File: config.mk
export PLATFORM = sky130hd
export DESIGN_NAME = agendador_cafe
export DESIGN_NICKNAME = d
export VERILOG_FILES = /design/src/rtl/agendador_pkg.sv /design/src/rtl/agendador_cafe_arbitro_rr.sv /design/src/rtl/agendador_cafe.sv
export SDC_FILE = /design/constraint.sdc
export NUM_CORES = 1
export LEC_CHECK = 0
export ABC_AREA = 0
export BUFFER_PORTS_ARGS = -buffer_cell sky130_fd_sc_hd__buf_2
export CAP_MARGIN = 20
export CORE_UTILIZATION = 58
export DETAILED_ROUTE_END_ITERATION = 16
export PLACE_DENSITY = 0.9
export SYNTH_ARGS = -nofsm -noshare
export SYNTH_HDL_FRONTEND = slang
export SYNTH_HIERARCHICAL = 1
export SYNTH_SLANG_ARGS = --single-unit
File: constraint.sdc
create_clock -name clk -period 3.03 [get_ports clk]
set_input_delay 0.303 -clock clk [delete_from_list [all_inputs] [get_ports clk]]
set_output_delay 0.303 -clock clk [all_outputs]
set_load 0.02 [all_outputs]
File: src/rtl/agendador_pkg.sv
`default_nettype none
// ============================================================================
// Module      : agendador_pkg
// Description : Shared constants and types for the coffee-machine scheduler:
//               machine state codes and the controller state encoding.
// Revision    : 1.0 - initial release
// ============================================================================
package agendador_pkg;

  // Coffee-machine state codes as reported on mach_state
  localparam logic [3:0] MAQ_IDLE     = 4'd1;
  localparam logic [3:0] MAQ_EXTRACAO = 4'd9;
  localparam logic [3:0] MAQ_MIN      = 4'd1;
  localparam logic [3:0] MAQ_MAX      = 4'd9;

  // Controller states, explicitly encoded
  typedef enum logic [2:0] {
    S_IDLE  = 3'd0,
    S_START = 3'd1,
    S_RUN   = 3'd2,
    S_DONE  = 3'd3,
    S_FAULT = 3'd4
  } ctrl_state_t;

  // True when the machine reports a code inside its legal range
  function automatic logic maq_legal(input logic [3:0] s);
    return (s >= MAQ_MIN) && (s <= MAQ_MAX);
  endfunction

endpackage
`default_nettype wire

File: src/rtl/agendador_cafe_arbitro_rr.sv
`default_nettype none
// ============================================================================
// Module      : arbitro_rr
// Description : Combinational round-robin picker. Searches the request vector
//               circularly starting just after the pointer and returns the
//               first hit as a one-hot grant plus its index.
// Revision    : 1.0 - initial release
// ============================================================================
module arbitro_rr #(
  parameter int N_REQ = 4,
  parameter int IDX_W = 2
) (
  input  logic [N_REQ-1:0] req,
  input  logic [IDX_W-1:0] ptr,
  output logic [N_REQ-1:0] gnt,
  output logic [IDX_W-1:0] idx
);

  logic            r_found_unused;
  int              w_cand;
  logic            w_found;

  // Circular scan: candidates ptr+1, ptr+2, ... wrapping, first set bit wins
  always_comb begin
    gnt     = '0;
    idx     = '0;
    w_found = 1'b0;
    w_cand  = 0;
    for (int i = 1; i <= N_REQ; i++) begin
      w_cand = (int'(ptr) + i) % N_REQ;
      if (!w_found && req[IDX_W'(w_cand)]) begin
        w_found                = 1'b1;
        gnt[IDX_W'(w_cand)]    = 1'b1;
        idx                    = IDX_W'(w_cand);
      end
    end
  end

  assign r_found_unused = w_found;

endmodule
`default_nettype wire

File: src/rtl/agendador_cafe.sv
`default_nettype none
// ============================================================================
// Module      : agendador_cafe
// Description : Round-robin scheduler sharing one coffee machine among
//               N_REQ requesters. Grants the machine, pulses its start input,
//               follows its state code to completion and returns a done
//               pulse to the served requester. A watchdog catches stuck or
//               illegal machine sequences and parks the controller in fault.
// Revision    : 1.0 - initial release
// ============================================================================
module agendador_cafe
  import agendador_pkg::*;
#(
  parameter int N_REQ   = 4,
  parameter int TIMEOUT = 32,
  parameter int CNT_W   = 8
) (
  input  logic             clk,
  input  logic             rst_n,
  input  logic [N_REQ-1:0] req,
  output logic [N_REQ-1:0] grant,
  output logic [N_REQ-1:0] done,
  output logic             mach_start,
  input  logic [3:0]       mach_state,
  output logic             busy,
  output logic             fault,
  input  logic             fault_clr,
  output logic [CNT_W-1:0] served_cnt
);

  localparam int c_IDX_W = (N_REQ > 1) ? $clog2(N_REQ) : 1;
  // One extra code so TIMEOUT+1 always fits, even when TIMEOUT+1 is a power of two
  localparam int c_WD_W  = $clog2(TIMEOUT + 2);

  localparam logic [c_WD_W-1:0]  c_WD_SAT       = c_WD_W'(TIMEOUT + 1);
  // In START the count holds cycles already spent; the last allowed cycle is TIMEOUT-1
  localparam logic [c_WD_W-1:0]  c_WD_START_LIM = c_WD_W'(TIMEOUT - 1);
  // In RUN, cycles spent including the current one exceed TIMEOUT when count >= TIMEOUT
  localparam logic [c_WD_W-1:0]  c_WD_RUN_LIM   = c_WD_W'(TIMEOUT);
  localparam logic [CNT_W-1:0]   c_CNT_MAX      = {CNT_W{1'b1}};
  localparam logic [c_IDX_W-1:0] c_PTR_RST      = c_IDX_W'(N_REQ - 1);

  ctrl_state_t          r_state;
  ctrl_state_t          w_next;
  logic [N_REQ-1:0]     r_grant;
  logic [c_IDX_W-1:0]   r_gidx;
  logic [c_IDX_W-1:0]   r_ptr;
  logic                 r_seen_ext;
  logic [c_WD_W-1:0]    r_wdog;
  logic [CNT_W-1:0]     r_served;
  logic [N_REQ-1:0]     w_arb_gnt;
  logic [c_IDX_W-1:0]   w_arb_idx;
  logic                 w_req_any;

  assign w_req_any  = |req;
  assign grant      = r_grant;
  assign served_cnt = r_served;

  arbitro_rr #(
    .N_REQ (N_REQ),
    .IDX_W (c_IDX_W)
  ) u_arbitro (
    .req (req),
    .ptr (r_ptr),
    .gnt (w_arb_gnt),
    .idx (w_arb_idx)
  );

  // Controller state register
  always_ff @(posedge clk or negedge rst_n) begin
    if (!rst_n) begin
      r_state <= S_IDLE;
    end else begin
      r_state <= w_next;
    end
  end

  // Next-state decision and state-decoded outputs
  always_comb begin
    w_next     = r_state;
    mach_start = 1'b0;
    busy       = 1'b1;
    fault      = 1'b0;
    done       = '0;
    case (r_state)
      S_IDLE: begin
        busy = 1'b0;
        // Only start a service once the machine itself reports idle
        if (w_req_any && (mach_state == MAQ_IDLE)) begin
          w_next = S_START;
        end
      end
      S_START: begin
        mach_start = 1'b1;
        if (mach_state != MAQ_IDLE) begin
          w_next = S_RUN;
        end else if (r_wdog >= c_WD_START_LIM) begin
          w_next = S_FAULT;
        end
      end
      S_RUN: begin
        if (!maq_legal(mach_state)) begin
          w_next = S_FAULT;
        end else if (mach_state == MAQ_IDLE) begin
          // Back at idle is only a completion if extraction was actually seen
          w_next = r_seen_ext ? S_DONE : S_FAULT;
        end else if (r_wdog >= c_WD_RUN_LIM) begin
          w_next = S_FAULT;
        end
      end
      S_DONE: begin
        done   = r_grant;
        w_next = S_IDLE;
      end
      S_FAULT: begin
        fault = 1'b1;
        if (fault_clr) begin
          w_next = S_IDLE;
        end
      end
      default: begin
        w_next = S_IDLE;
      end
    endcase
  end

  // Grant capture at arbitration, release at completion or fault; pointer update
  always_ff @(posedge clk or negedge rst_n) begin
    if (!rst_n) begin
      r_grant <= '0;
      r_gidx  <= '0;
      r_ptr   <= c_PTR_RST;
    end else begin
      if ((r_state == S_IDLE) && (w_next == S_START)) begin
        r_grant <= w_arb_gnt;
        r_gidx  <= w_arb_idx;
      end else if ((r_state == S_DONE) || (w_next == S_FAULT)) begin
        r_grant <= '0;
      end
      // Just-served requester becomes lowest priority next round
      if (r_state == S_DONE) begin
        r_ptr <= r_gidx;
      end
    end
  end

  // Remember that the machine passed through extraction during this service
  always_ff @(posedge clk or negedge rst_n) begin
    if (!rst_n) begin
      r_seen_ext <= 1'b0;
    end else if (r_state != S_RUN) begin
      r_seen_ext <= 1'b0;
    end else if (mach_state == MAQ_EXTRACAO) begin
      r_seen_ext <= 1'b1;
    end
  end

  // Phase watchdog: restarts on every state change, saturates at TIMEOUT+1
  always_ff @(posedge clk or negedge rst_n) begin
    if (!rst_n) begin
      r_wdog <= '0;
    end else if (w_next != r_state) begin
      r_wdog <= '0;
    end else if (r_wdog != c_WD_SAT) begin
      r_wdog <= r_wdog + 1'b1;
    end
  end

  // Completed-order counter, saturating at all ones
  always_ff @(posedge clk or negedge rst_n) begin
    if (!rst_n) begin
      r_served <= '0;
    end else if ((r_state == S_DONE) && (r_served != c_CNT_MAX)) begin
      r_served <= r_served + 1'b1;
    end
  end

endmodule
`default_nettype wire
* Word level (Yosys, flattened, before mapping)
Cells that the tools add are included.
Storage, ports and cells: input bits 11, output and inout bits 19, bits in registers 26, logic and storage cells 111
Cells by class: bitwise operators 3, order comparisons 12, reductions and logical operators 20, equal/unequal tests 13, add/subtract/negate cells 6, mux-type cells 50
Operators by type and width (count):
- $mux 4 | 7
- $mux 3 | 8
- $mux 1 | 20
- $lt 2x4->1 const B | 4
- $mux 6 | 2
- $or 4x4->4 | 3
- $pmux 3 s4 | 1
- $logic_and 1x1->1 | 11
- $add 8x1->8 const B | 1
- $bmux 1 s2 | 4
- $demux 1 s2 | 4
- $ge 2x1->1 const B | 4
- $mux 2 | 4
- $ne 8x8->1 const B | 1
- $add 6x1->6 const B | 1
- $eq 3x1->1 const B | 2
- $eq 3x2->1 const B | 2
- $eq 3x3->1 const B | 2
- $ge 6x5->1 const B | 1
- $ge 6x6->1 const B | 1
- $ne 6x6->1 const B | 1
- $reduce_bool 2->1 | 3
- $add 2x1->2 const B | 2
- $add 2x2->2 const B | 2
- 11 further kinds | 13

* Longest topological paths before layout
Gate-level depths: netlist of the first run.
depth in word-level cells 15, gate-level depth with buffers 11, mapped depth without buffers 8

* Modules after synthesis
The synthesis of the first run kept the hierarchy.
By module, submodules not included:
- agendador_cafe | instances 1, area an instance 1475.2 µm², sequential area each 653.1 µm², cells each 143
- arbitro_rr | instances 1, area an instance 654.4 µm², sequential area each 0.0 µm², cells each 82

* Worst setup path after synthesis of the first run
OpenSTA, ideal clock, no wires.
kind flip-flop to flip-flop, start reg r_ptr[0], end reg r_grant[3], in the netlist grant[3], path buffers 3, library setup time 0.092 ns, period minus slack after synthesis 2.735 ns, stages on the path, launching flop included 12, slack 0.295 ns, arrival 2.643 ns, data required time 2.938 ns, path through dfstp_2 buf_6 buf_4 clkinv_1 ha_1 buf_1 mux2_2 mux2i_1 o2111ai_1 o221ai_2 nand2_1 o31ai_2
On the way: longest elaborated chain between the ends 15, elaborated cells between the ends (all ways) 53, those cells by class 4 x add/sub; 8 x order compare; 28 x mux; 3 x bitwise; 10 x reduce/logical
Ends and longest elaborated chain:
- start, declared | RTL line agendador_cafe.sv:47 | logic [c_IDX_W-1:0] r_ptr;
- start signal, assigned | RTL line agendador_cafe.sv:132 | r_ptr <= c_PTR_RST;
- start signal, assigned | RTL line agendador_cafe.sv:142 | r_ptr <= r_gidx;
- parallel branches: the longest is 13 deep, another holds $lt 2x4->1
- $mux 4 (*) | RTL line agendador_cafe_arbitro_rr.sv:31 | if (!w_found && req[IDX_W'(w_cand)]) begin
- net w_arb_gnt[3] | RTL line agendador_cafe.sv:51 | logic [N_REQ-1:0] w_arb_gnt;
- $mux 4 (*) | RTL line agendador_cafe.sv:134 | if ((r_state == S_IDLE) && (w_next == S_START)) begin
- end signal, assigned | RTL line agendador_cafe.sv:135 | r_grant <= w_arb_gnt;
- end, declared | RTL line agendador_cafe.sv:45 | logic [N_REQ-1:0] r_grant;
Mark *: on every way through the listed nets, which the timed path passes. The select of a mux whose other input is x is not followed. A chain may end at the register's enable or synchronous reset.

* Final worst setup path of the first run
start reg r_ptr[0], end reg r_gidx[1]
On the way: longest elaborated chain between the ends 14, elaborated cells between the ends (all ways) 29, those cells by class 4 x add/sub; 19 x mux; 6 x reduce/logical
Ends and longest elaborated chain:
- $add 2x1->2 | RTL line agendador_cafe_arbitro_rr.sv:30 | w_cand = (int'(ptr) + i) % N_REQ;
- $bmux 1 s2 | RTL line agendador_cafe_arbitro_rr.sv:31
- $mux 1 (not written as such) (2 in series) | RTL line agendador_cafe_arbitro_rr.sv:31
- $mux 1 | RTL line agendador_cafe_arbitro_rr.sv:31
- $logic_not 1->1 | RTL line agendador_cafe_arbitro_rr.sv:31
- $logic_and 1x1->1 | RTL line agendador_cafe_arbitro_rr.sv:31
- $mux 1 | RTL line agendador_cafe_arbitro_rr.sv:31
- $logic_not 1->1 | RTL line agendador_cafe_arbitro_rr.sv:31
- $logic_and 1x1->1 | RTL line agendador_cafe_arbitro_rr.sv:31
- $mux 1 | RTL line agendador_cafe_arbitro_rr.sv:31
- $logic_not 1->1 | RTL line agendador_cafe_arbitro_rr.sv:31
- $logic_and 1x1->1 | RTL line agendador_cafe_arbitro_rr.sv:31
- $mux 2 (*) | RTL line agendador_cafe_arbitro_rr.sv:31
- net w_arb_idx[1] | RTL line agendador_cafe.sv:52 | logic [c_IDX_W-1:0] w_arb_idx;
- end signal, assigned | RTL line agendador_cafe.sv:136 | r_gidx <= w_arb_idx;
- end, declared | RTL line agendador_cafe.sv:46 | logic [c_IDX_W-1:0] r_gidx;
The timed path passes the listed nets; every way through them passes the cells marked *. The select of a mux whose other input is x is not followed.

==> results of run 1 <==
## worst max-delay path, stage by stage (launching register included)
cell      delay (ns)
dfstp_2         0.79
clkinv_1        0.16
ha_1            0.35
mux4_2          0.37
o21ai_1         0.15
o211ai_1        0.11
a31o_1          0.24
mux2_1          0.29
## state kept, by name, summed over array words and instances (netlist names)
name / flops
served_cnt: 8
r_wdog: 6
grant: 4
r_state: 3
r_gidx: 2
r_ptr: 2
r_seen_ext: 1
## how the worst max path moves through the flow
stage                              start                     to  slack, ns  cells after the start
global placement    r_ptr[0]$_DFFE_PN1N_  r_gidx[1]$_DFFE_PN0P_       0.55                      7
CTS                 r_ptr[0]$_DFFE_PN1N_  r_gidx[1]$_DFFE_PN0P_       0.47                      7
finish              r_ptr[0]$_DFFE_PN1N_  r_gidx[1]$_DFFE_PN0P_       0.47                      7
floorplan           r_ptr[0]$_DFFE_PN1N_   grant[3]$_DFFE_PN0P_       0.29                     11
detailed placement  r_ptr[0]$_DFFE_PN1N_  r_gidx[1]$_DFFE_PN0P_       0.49                      7
global route        r_ptr[0]$_DFFE_PN1N_   grant[3]$_DFFE_PN0P_       0.28                      9
## logic make-up (layout without fill, tap and decap cells)
| family | after synthesis | in the layout | share of synthesized area |
|---|---|---|---|
| buf+inv | 23 | 47 | 0.0517 |
| compound gates | 48 | 48 | 0.188 |
| xor+xnor | 12 | 12 | 0.0494 |
| mux | 18 | 18 | 0.108 |
| fa+ha+maj | 12 | 12 | 0.0705 |
| flops | 26 | 26 | 0.307 |
| simple gates | 86 | 86 | 0.226 |
## layout make-up
type	instances	share of cell area
repair buffers	33	0.0763
multi-input cells	176	0.587
inverters	10	0.0161
flip-flops and latches	26	0.280
clock buffers	4	0.0156
well taps	46	0.0247
## power breakdown
group / switching, mW / internal [mW]
combinational: 0.245 / 0.194
clock: 0.101 / 0.0734
sequential: 0.0812 / 0.415
## cell usage in the layout (no fill, tap or decap), types with 2 or more instances in the layout
master	instances
a21oi_1	3
a221oi_1	2
a31oi_1	8
and2_1	5
buf_2	29
buf_4	3
clkbuf_4	3
dfrtp_1	24
dfstp_2	2
ha_1	12
inv_1	8
mux2_1	5
mux2_2	5
mux2i_1	5
mux4_2	3
nand2_1	17
nand2b_1	4
nand3_1	9
nand3b_1	4
nor2_1	13
nor2b_1	4
nor3_1	15
nor4_1	2
o21ai_0	7
o21ai_1	4
o22ai_1	2
o2bb2ai_1	2
o31ai_2	5
or3_1	3
xnor2_1	4
xor2_1	8
## synthesized netlist by cell type, types with 2 or more instances
library cell  number
a21oi_1            3
a221oi_1           2
nor2_1            13
buf_2              4
dfrtp_1           24
inv_1              8
clkbuf_1           4
mux2_2             5
mux2_1             5
nand2_1           17
a31oi_1            8
nand2b_1           4
nor3_1            15
nor2b_1            4
o2bb2ai_1          2
nor4_1             2
or3_1              3
ha_1              12
xnor2_1            4
dfstp_2            2
and2_1             5
nand3b_1           4
o31ai_2            5
o21ai_0            7
nand3_1            9
xor2_1             8
mux4_2             3
o21ai_1            4
buf_6              2
o22ai_1            2
mux2i_1            5
buf_1              2
## layer usage
metal,routed length (µm),vias to the layer above,share of wire
met5,0,-,0
met3,200,6,0.042
met1,2150,884,0.46
li1,-,880,-
met4,49,0,0.010
met2,2330,63,0.49
## per-stage QoR
stage / utilization / std cells / hold WS (ns) / setup slack (ns) / area [µm²]
floorplan: - / 225 / 0.00741 / 0.295 / 2130
global placement: 0.668 / 290 / 0.337 / 0.546 / 2280
detailed placement: 0.668 / 290 / 0.336 / 0.491 / 2280
CTS: 0.682 / 295 / 0.278 / 0.470 / 2330
global route: 0.682 / 295 / 0.272 / 0.280 / 2330
finish: 0.682 / 295 / 0.284 / 0.471 / 2330
## repair_timing
| action | CTS | global route |
|---|---|---|
| setup endpoints to repair | 0 | 0 |
| hold endpoints to repair | 24 | 0 |
| hold buffers | 1 | 0 |
==> metrics.txt, run 1 <==
Synth warnings=6; DRC violations left=0; top cells by area, synth=dfrtp_1, ha_1, nor3_1; CTS tree=yes; Layout area overhead=9.34%; Fillers=287; Initial Util=0.623; DIE HEIGHT=62.6 µm; Mapped Cells=225; async set-reset flop share out of synthesis=1.00; post-route minimum period=2.56 ns; postcts setup bufs=0; met3 usage=0.0401; final wirelength=4730 µm; critical path class=reg2reg; crit path launch type=flip-flop; root buffer cell=clkbuf_4; proportion of layout cells with a drive suffix above 1=0.245; RR Endpoint=r_gidx[1]$_DFFE_PN0P_; Max FO, Critical Path=20; Worst-path clk slew=0.14 ns; Max-cap violations=0; DR pass1 iterations=4; Worst Path Required=3.24 ns; TNS Setup=0 ns; initial antenna violation count=0; cell taking the most area after synthesis=dfrtp_1; vias in the first global route=1716; clock sink count=26; clk_skew=0.00745 ns; cell leakage power=1.07 nW; Port Buffer Count=29; most used routing layer=met2; number of buffers created by CTS=3; Slew Limit Fails=0; clock buffer depth=2; status=completed; Post-Syn Area=0.00213 mm²; first-pass GRT wire length=8240 µm; Post-synth EDFFs=0; Core ar.=0.00342 mm²; Row Count=21; H-tree depth=1; Ports=30; Hold WC Path Type=in2reg; Fin. Hold Viols=0; Hold Path Origin=mach_state[0]; P per Cell Area=476 mW/mm²; RSZ-0062 raised after global routing=false; Final ANT Viol Nets=0; Syn Area/Cell=9.46 µm²; Post-layout nets=273; Die W=62.6 µm; Worst Setup End Kind=flip-flop; routing usage on met2=0.423; die area=0.00392 mm²; Avg WL per Cell=16.0 µm; GRT Util Overall=0.263; met1 capacity usage during global routing=0.366; Net Count, Synth=248; final period utilization=0.844; # setup viols final=0; hold endpoint=r_seen_ext$_DFFE_PN0P_; Critical R2R Launch=r_ptr[0]$_DFFE_PN1N_; post-CTS sizing=0; hold depth=3; Final Power=1.11 mW; DRT iter0 DRCs=145; Remaining Overflow, GRT=0; area taken by flip-flops and latches=653 µm²; Max VDD drop=314 µV; Slew @ Worst Pin=0.753 ns; Clock Latency Late Sink=0.32 ns; hpwl dp=3410 µm; largest net degree at the start of global routing=27; post-synthesis cell type count=60; CP arrival=2.77 ns; #FFs+latches synth=26; Diodes inserted=0; Synth top area share=0.282; via count=1833; area of the multi-input gates=0.00137 mm²; commonest register cell after synthesis=dfrtp_1; slew margin rel.=0.494; sequential share of the synthesized area=0.307; flop2flop setup slack=0.47 ns; routability cong.=0.952; Peak Freq=0.391 GHz; vias per cell=6.21; r2r worst-path depth=7
Power figures use the tool's default switching activity.
==> run 2, diff against run 1 <==
Settings changed: ABC_AREA 0 to 1, CORE_UTILIZATION 58 to 57, PLACE_DENSITY 0.9 to 0.89.
Clock period 3.03 ns to 2.4 ns, I/O delays scaled along.
==> metrics.txt, run 2 <==
vias per cell=5.22 (-16%); Max VDD drop=368 µV (+17%); commonest register cell after synthesis=dfrtp_1; Ports=30 (unchanged); Layout area overhead=12.6%; slew margin rel.=0.618 (+0.125); final period utilization=0.867; Port Buffer Count=29 (unchanged); placed cell count=339 (+17%); status=completed; Final Instance Count excl. Fillers=344 (+17%); Core ar.=0.00315 mm² (-7.7%); RSZ-0062 raised after global routing=false; Remaining Overflow, GRT=0 (unchanged); hold depth=4 (+1); final wirelength=4020 µm (-15%); Net Count, Synth=289 (+17%); max FFs per register=8 (unchanged); number of buffers created by CTS=3 (unchanged); RR Endpoint=grant[1]$_DFFE_PN0P_; # setup viols final=0 (unchanged); clock sink count=26 (unchanged); Initial Util=0.616 (-0.00757); Post-Syn Area=0.00194 mm² (-8.8%); most common cell after layout, fill and taps aside=nand2_1; root buffer cell=clkbuf_4; Mapped Cells=266 (+18%); crit path launch type=flip-flop; Hold Path Origin=mach_state[0]; Die W=60.4 µm (-3.6%); largest net degree at the start of global routing=27 (unchanged); P per Cell Area=593 mW/mm² (+24%); Post-CTS Hold Fix Bufs=1 (unchanged); clock buffer depth=2 (unchanged); critical path class=reg2out; Max FO, Critical Path=9 (-55%); vias in the first global route=1590 (-7.3%); hold endpoint=r_seen_ext$_DFFE_PN0P_; r2r worst-path depth=11 (+4); Post-layout nets=324 (+19%); Slew @ Worst Pin=0.572 ns (-0.180 ns); Synth warnings=6 (unchanged); Clk pwr share=0.172 (+0.015); CTS tree=yes; Worst Path Required=2.16 ns (-1.08 ns); DR pass1 iterations=6 (+2); most common library cells after synthesis=nand2_1, inv_1, nand3_1, nor2_1, dfrtp_1; Peak Freq=0.480 GHz; Power Internal=0.781 mW (+15%); Clock Latency Late Sink=0.33 ns (about the same); initial antenna violation count=0 (unchanged); die area=0.00364 mm² (-7.0%); proportion of layout cells with a drive suffix above 1=0.193 (-0.0516); Synth top area share=0.309 (+0.0273); hpwl dp=3100 µm (-9.2%); Avg WL per Cell=11.7 µm (-27%); post-CTS sizing=0 (unchanged); Comb pwr share=0.394 (-0.002); async set-reset flop share out of synthesis=1.00 (unchanged); Worst-path clk slew=0.14 ns (about the same); via count=1796 (-2.0%); H-tree depth=1 (unchanged); DRC violations left=0 (unchanged); flop2flop setup slack=0.42 ns (-0.05 ns); Final ANT Viol Nets=0 (unchanged); Diodes inserted=0 (unchanged); Max-cap violations=0 (unchanged); sw frac=0.397 (+0.0123); cell taking the most area after synthesis=dfrtp_1; sequential share of the synthesized area=0.336 (+0.0296); commonest cells after routing, fill and taps aside=nand2_1, inv_1, nand3_1, buf_2, nor2_1; routability cong.=0.925 (-2.8%); Syn Area/Cell=7.30 µm² (-23%); switching power=0.514 mW (+21%); post-route minimum period=2.08 ns; sequential power share=0.434 (-0.013); CP arrival=1.84 ns (-0.93 ns); first-pass GRT wire length=6710 µm (-19%); top cells by area, synth=dfrtp_1, nand3_1, nand2_1; post-synthesis cell type count=30 (-50%); TNS Setup=0 ns (unchanged); count leader, synth=nand2_1; Worst Setup End Kind=output pin; DIE HEIGHT=60.4 µm (-3.6%); Row Count=20 (-4.8%); Critical R2R Launch=r_ptr[0]$_DFFE_PN1N_; Fin. Hold Viols=0 (unchanged); Slew Limit Fails=0 (unchanged); cell leakage power=1.19 nW (+12%); Post-synth EDFFs=0 (unchanged); Hold WC Path Type=in2reg; DRT iter0 DRCs=137 (-5.5%); clk_skew=0.0156 ns (+0.00814 ns); GRT Util Overall=0.240 (-0.0222); #FFs+latches synth=26 (unchanged); postcts setup bufs=0 (unchanged)
-- run 2: changes by cell type in the layout (fill, tap and decap cells not counted), sizes merged, moves of 10 or more --
cell   delta
nor3     -11
inv      +35
nand3    +35
nor2     +18
mux2     -10
nand2    +41
-- run 2: per-layer routing --
metal,global-route usage,wire (µm),part of all wire,up-vias
met4,0.0266,10,0.0025,0
met5,0,0,0,-
met2,0.391,1860,0.46,56
li1,-,-,-,911
met1,0.338,1980,0.49,827
met3,0.0554,174,0.043,2
-- run 2: through the flow --
step | utilization | setup slack [ns] | cell area [µm²] | total power, mW | hold slack (ns)
floorplan | - | 0.474 | 1940 | 0.945 | -0.0556
global placement | 0.679 | 0.533 | 2140 | 1.05 | 0.263
detailed placement | 0.679 | 0.464 | 2140 | 1.07 | 0.270
CTS | 0.694 | 0.307 | 2190 | 1.30 | 0.266
global route | 0.694 | 0.184 | 2190 | 1.40 | 0.271
finish | 0.694 | 0.319 | 2190 | 1.30 | 0.263
-- run 2: power by group through the flow --
stage          Sequential [mW]  Combinational, mW  Clock [mW]
6_report                 0.562              0.511       0.223
5_1_grt                  0.571              0.582       0.249
4_1_cts                  0.562              0.507       0.228
3_5_place_dp             0.570              0.502           0
3_3_place_gp             0.565              0.487           0
2_1_floorplan            0.579              0.366           0
-- run 2: cell families (layout without fill, tap and decap cells) --
| family | count (synthesis) | after routing | share of synthesized area |
|---|---|---|---|
| AND/OR/NAND/NOR | 141 | 141 | 0.358 |
| buffers and inverters | 47 | 81 | 0.0979 |
| AO/OA/AOI/OAI | 29 | 29 | 0.0812 |
| flip-flops | 26 | 26 | 0.336 |
| adder cells (fa/ha/maj) | 12 | 12 | 0.0773 |
| XOR/XNOR | 11 | 11 | 0.0496 |
-- run 2: critical path: stages (launching register included) --
cell and delay (ns):
dfrtp_1 0.47, inv_2 0.10, nor3_4 0.26, clkinv_1 0.31, nor2_1 0.19, buf_2 0.19
-- run 2: area by class of cell --
class / instances / area [µm²]
fillers: 269 / 966
well taps: 44 / 55.1
clock buffers: 4 / 36.3
multi-input cells: 193 / 1100
repair buffers: 32 / 170
inverters: 45 / 174
flip-flops and latches: 26 / 653
-- run 2: worst max path at each step --
| stage | start | to | slack [ns] | depth (start not counted) |
|---|---|---|---|---|
| 2_1_floorplan | r_ptr[1]$_DFFE_PN1N_ | grant[0]$_DFFE_PN0P_ | 0.47 | 11 |
| 3_3_place_gp | r_ptr[0]$_DFFE_PN1N_ | grant[3]$_DFFE_PN0P_ | 0.53 | 10 |
| 3_5_place_dp | r_ptr[0]$_DFFE_PN1N_ | grant[1]$_DFFE_PN0P_ | 0.46 | 10 |
| 4_1_cts | r_state[0]$_DFF_PN0_ | done[0] | 0.31 | 5 |
| 5_1_grt | r_state[0]$_DFF_PN0_ | done[0] | 0.18 | 5 |
| 6_report | r_state[0]$_DFF_PN0_ | done[0] | 0.32 | 5 |
==> run 3, diff against run 2 <==
Settings changed: ABC_AREA 1 to 0, CORE_UTILIZATION 57 to 58, GPL_TIMING_DRIVEN from default to 0, PLACE_DENSITY 0.89 to 0.9.
==> metrics.txt, run 3 (synthesized netlist as in run 1, its figures left out) <==
Layout area overhead=16.9%; Max FO, Critical Path=3 (-6); max FFs per register=8 (unchanged); final period utilization=0.965 (+0.0977); r2r worst-path depth=10 (-1); Worst Path Required=2.63 ns (+0.47 ns); Worst Setup End Kind=flip-flop; hpwl dp=3480 µm (+12%); post-route minimum period=2.32 ns (+0.235 ns); slew margin rel.=0.567 (-0.0518); Final ANT Viol Nets=0 (unchanged); CTS tree=yes; hold depth=3 (-1); # setup viols final=0 (unchanged); commonest cells after routing, fill and taps aside=buf_2, dfrtp_1, nand2_1, nor3_1, nor2_1; Worst-path clk slew=0.14 ns (about the same); Initial Util=0.623 (+0.00757); placed cell count=300 (-12%); Worst Hold Slack=0.210 ns (-0.0525 ns); status=completed; Final Instance Count excl. Fillers=311 (-9.6%); root buffer cell=clkbuf_4; via count=1943 (+8.2%); most common cell after layout, fill and taps aside=buf_2; Ports=30 (unchanged); Fillers=246 (-8.6%); vias per cell=6.25 (+20%); Remaining Overflow, GRT=0 (unchanged); largest net degree at the start of global routing=27 (unchanged); final wirelength=4950 µm (+23%); H-tree depth=1 (unchanged); pre-CTS setup slack=-0.278 ns (-0.742 ns); Avg WL per Cell=15.9 µm (+36%); P per Cell Area=592 mW/mm² (about the same); critical path class=reg2reg; Fin. Hold Viols=0 (unchanged); Port Buffer Count=29 (unchanged); Max-cap violations=0 (unchanged); DRT iter0 DRCs=202 (+47%); Slew Limit Fails=0 (unchanged); initial antenna violation count=0 (unchanged); GRT Util Overall=0.265 (+0.0244); RSZ-0062 raised after global routing=false; number of buffers created by CTS=3 (unchanged); DR pass1 iterations=5 (-1); proportion of layout cells with a drive suffix above 1=0.294 (+0.101); Hold WC Path Type=in2reg; Die W=62.6 µm (+3.7%); vias in the first global route=1796 (+13%); slack of the critical path=0.0840 ns (-0.235 ns); Slew @ Worst Pin=0.647 ns (+0.0747 ns); clock sink count=26 (unchanged); Diodes inserted=0 (unchanged); crit path launch type=flip-flop; CP arrival=2.55 ns (+0.71 ns); Post-layout nets=289 (-11%); Clock Latency Late Sink=0.33 ns (about the same); Row Count=21 (+5.0%); clock buffer depth=2 (unchanged); first-pass GRT wire length=8340 µm (+24%); Peak Freq=0.432 GHz (-10%); Core ar.=0.00342 mm² (+8.3%); routability cong.=0.921 (-0.46%); DRC violations left=0 (unchanged); cell leakage power=1.13 nW (-5.0%); clk_skew=0.0189 ns (+0.00333 ns); die area=0.00392 mm² (+7.5%); Max VDD drop=445 µV (+21%); DIE HEIGHT=62.6 µm (+3.7%)
==> run 3: cell types whose count changed in the layout (fill, tap and decap cells not counted), moves of 7 or more <==
cell	previous run	this run
nand2_1	51	17
o21ai_0	14	7
inv_1	40	7
nand3_1	39	9
a31oi_1	0	8
nor2_1	28	12
nor3_1	3	15
==> run 3: timing repair <==
| action | 4_1_cts | 5_1_grt |
|---|---|---|
| endpoints found under the hold margin | 24 | 0 |
| buffers inserted | 5 | 3 |
| pin swaps | 2 | 4 |
| hold buffers | 1 | 0 |
| endpoints found under the setup margin | 6 | 5 |
| resized for setup | 5 | 7 |
==> run 3: critical path, stage by stage (launching register included) <==
cell      delay, ns
dfstp_2        0.60
buf_8          0.13
clkinv_8       0.04
ha_4           0.29
mux4_2         0.36
buf_6          0.15
a31oi_1        0.14
nand3_1        0.16
o221ai_2       0.22
nand2_1        0.09
o31ai_2        0.06
==> run 3: report_power, final <==
part / switching, mW / leakage [nW] / internal (mW)
registers: 0.0872 / 0.342 / 0.524
clock network: 0.125 / 0.0150 / 0.0652
logic: 0.363 / 0.774 / 0.310
==> run 3: cell type report <==
class                   instances  area, µm²  area share
repair buffers                 38        219      0.0880
inverters                      10       53.8      0.0216
clock buffers                   4       26.3      0.0106
multi-input cells             176       1400       0.564
well taps                      46       57.6      0.0231
plain buffers                  11       75.1      0.0302
flip-flops and latches         26        653       0.262
==> run 3: stage by stage <==
step / total power [mW] / cell area (µm²) / TNS, ns / utilization
2_1_floorplan: 1.05 / 2150 / 0 / -
3_3_place_gp: 1.17 / 2350 / -1.16 / 0.689
3_5_place_dp: 1.20 / 2350 / -1.30 / 0.689
4_1_cts: 1.43 / 2450 / 0 / 0.716
5_1_grt: 1.58 / 2490 / 0 / 0.729
6_report: 1.47 / 2490 / 0 / 0.729
==> run 3: worst paths after layout <==
kind / startpoint / to / slack (ns)
setup reg to reg: r_ptr[0]$_DFFE_PN1N_ / grant[2]$_DFFE_PN0P_ / 0.08
setup / recovery: r_ptr[0]$_DFFE_PN1N_ / grant[2]$_DFFE_PN0P_ / 0.08
min in group asynchronous: rst_n / r_wdog[0]$_DFFE_PN0P_ / 0.41
hold reg to reg: r_gidx[1]$_DFFE_PN0P_ / r_gidx[1]$_DFFE_PN0P_ / 0.50
hold / removal: mach_state[0] / r_seen_ext$_DFFE_PN0P_ / 0.21
max in group asynchronous: rst_n / r_ptr[1]$_DFFE_PN1N_ / 1.59
==> run 3: metal layers <==
layer,GRT usage,vias to the layer above,share of wire
met1,0.356,933,0.43
li1,-,917,-
met3,0.0383,9,0.066
met5,0,-,0
met2,0.446,84,0.49
met4,0.0669,0,0.011
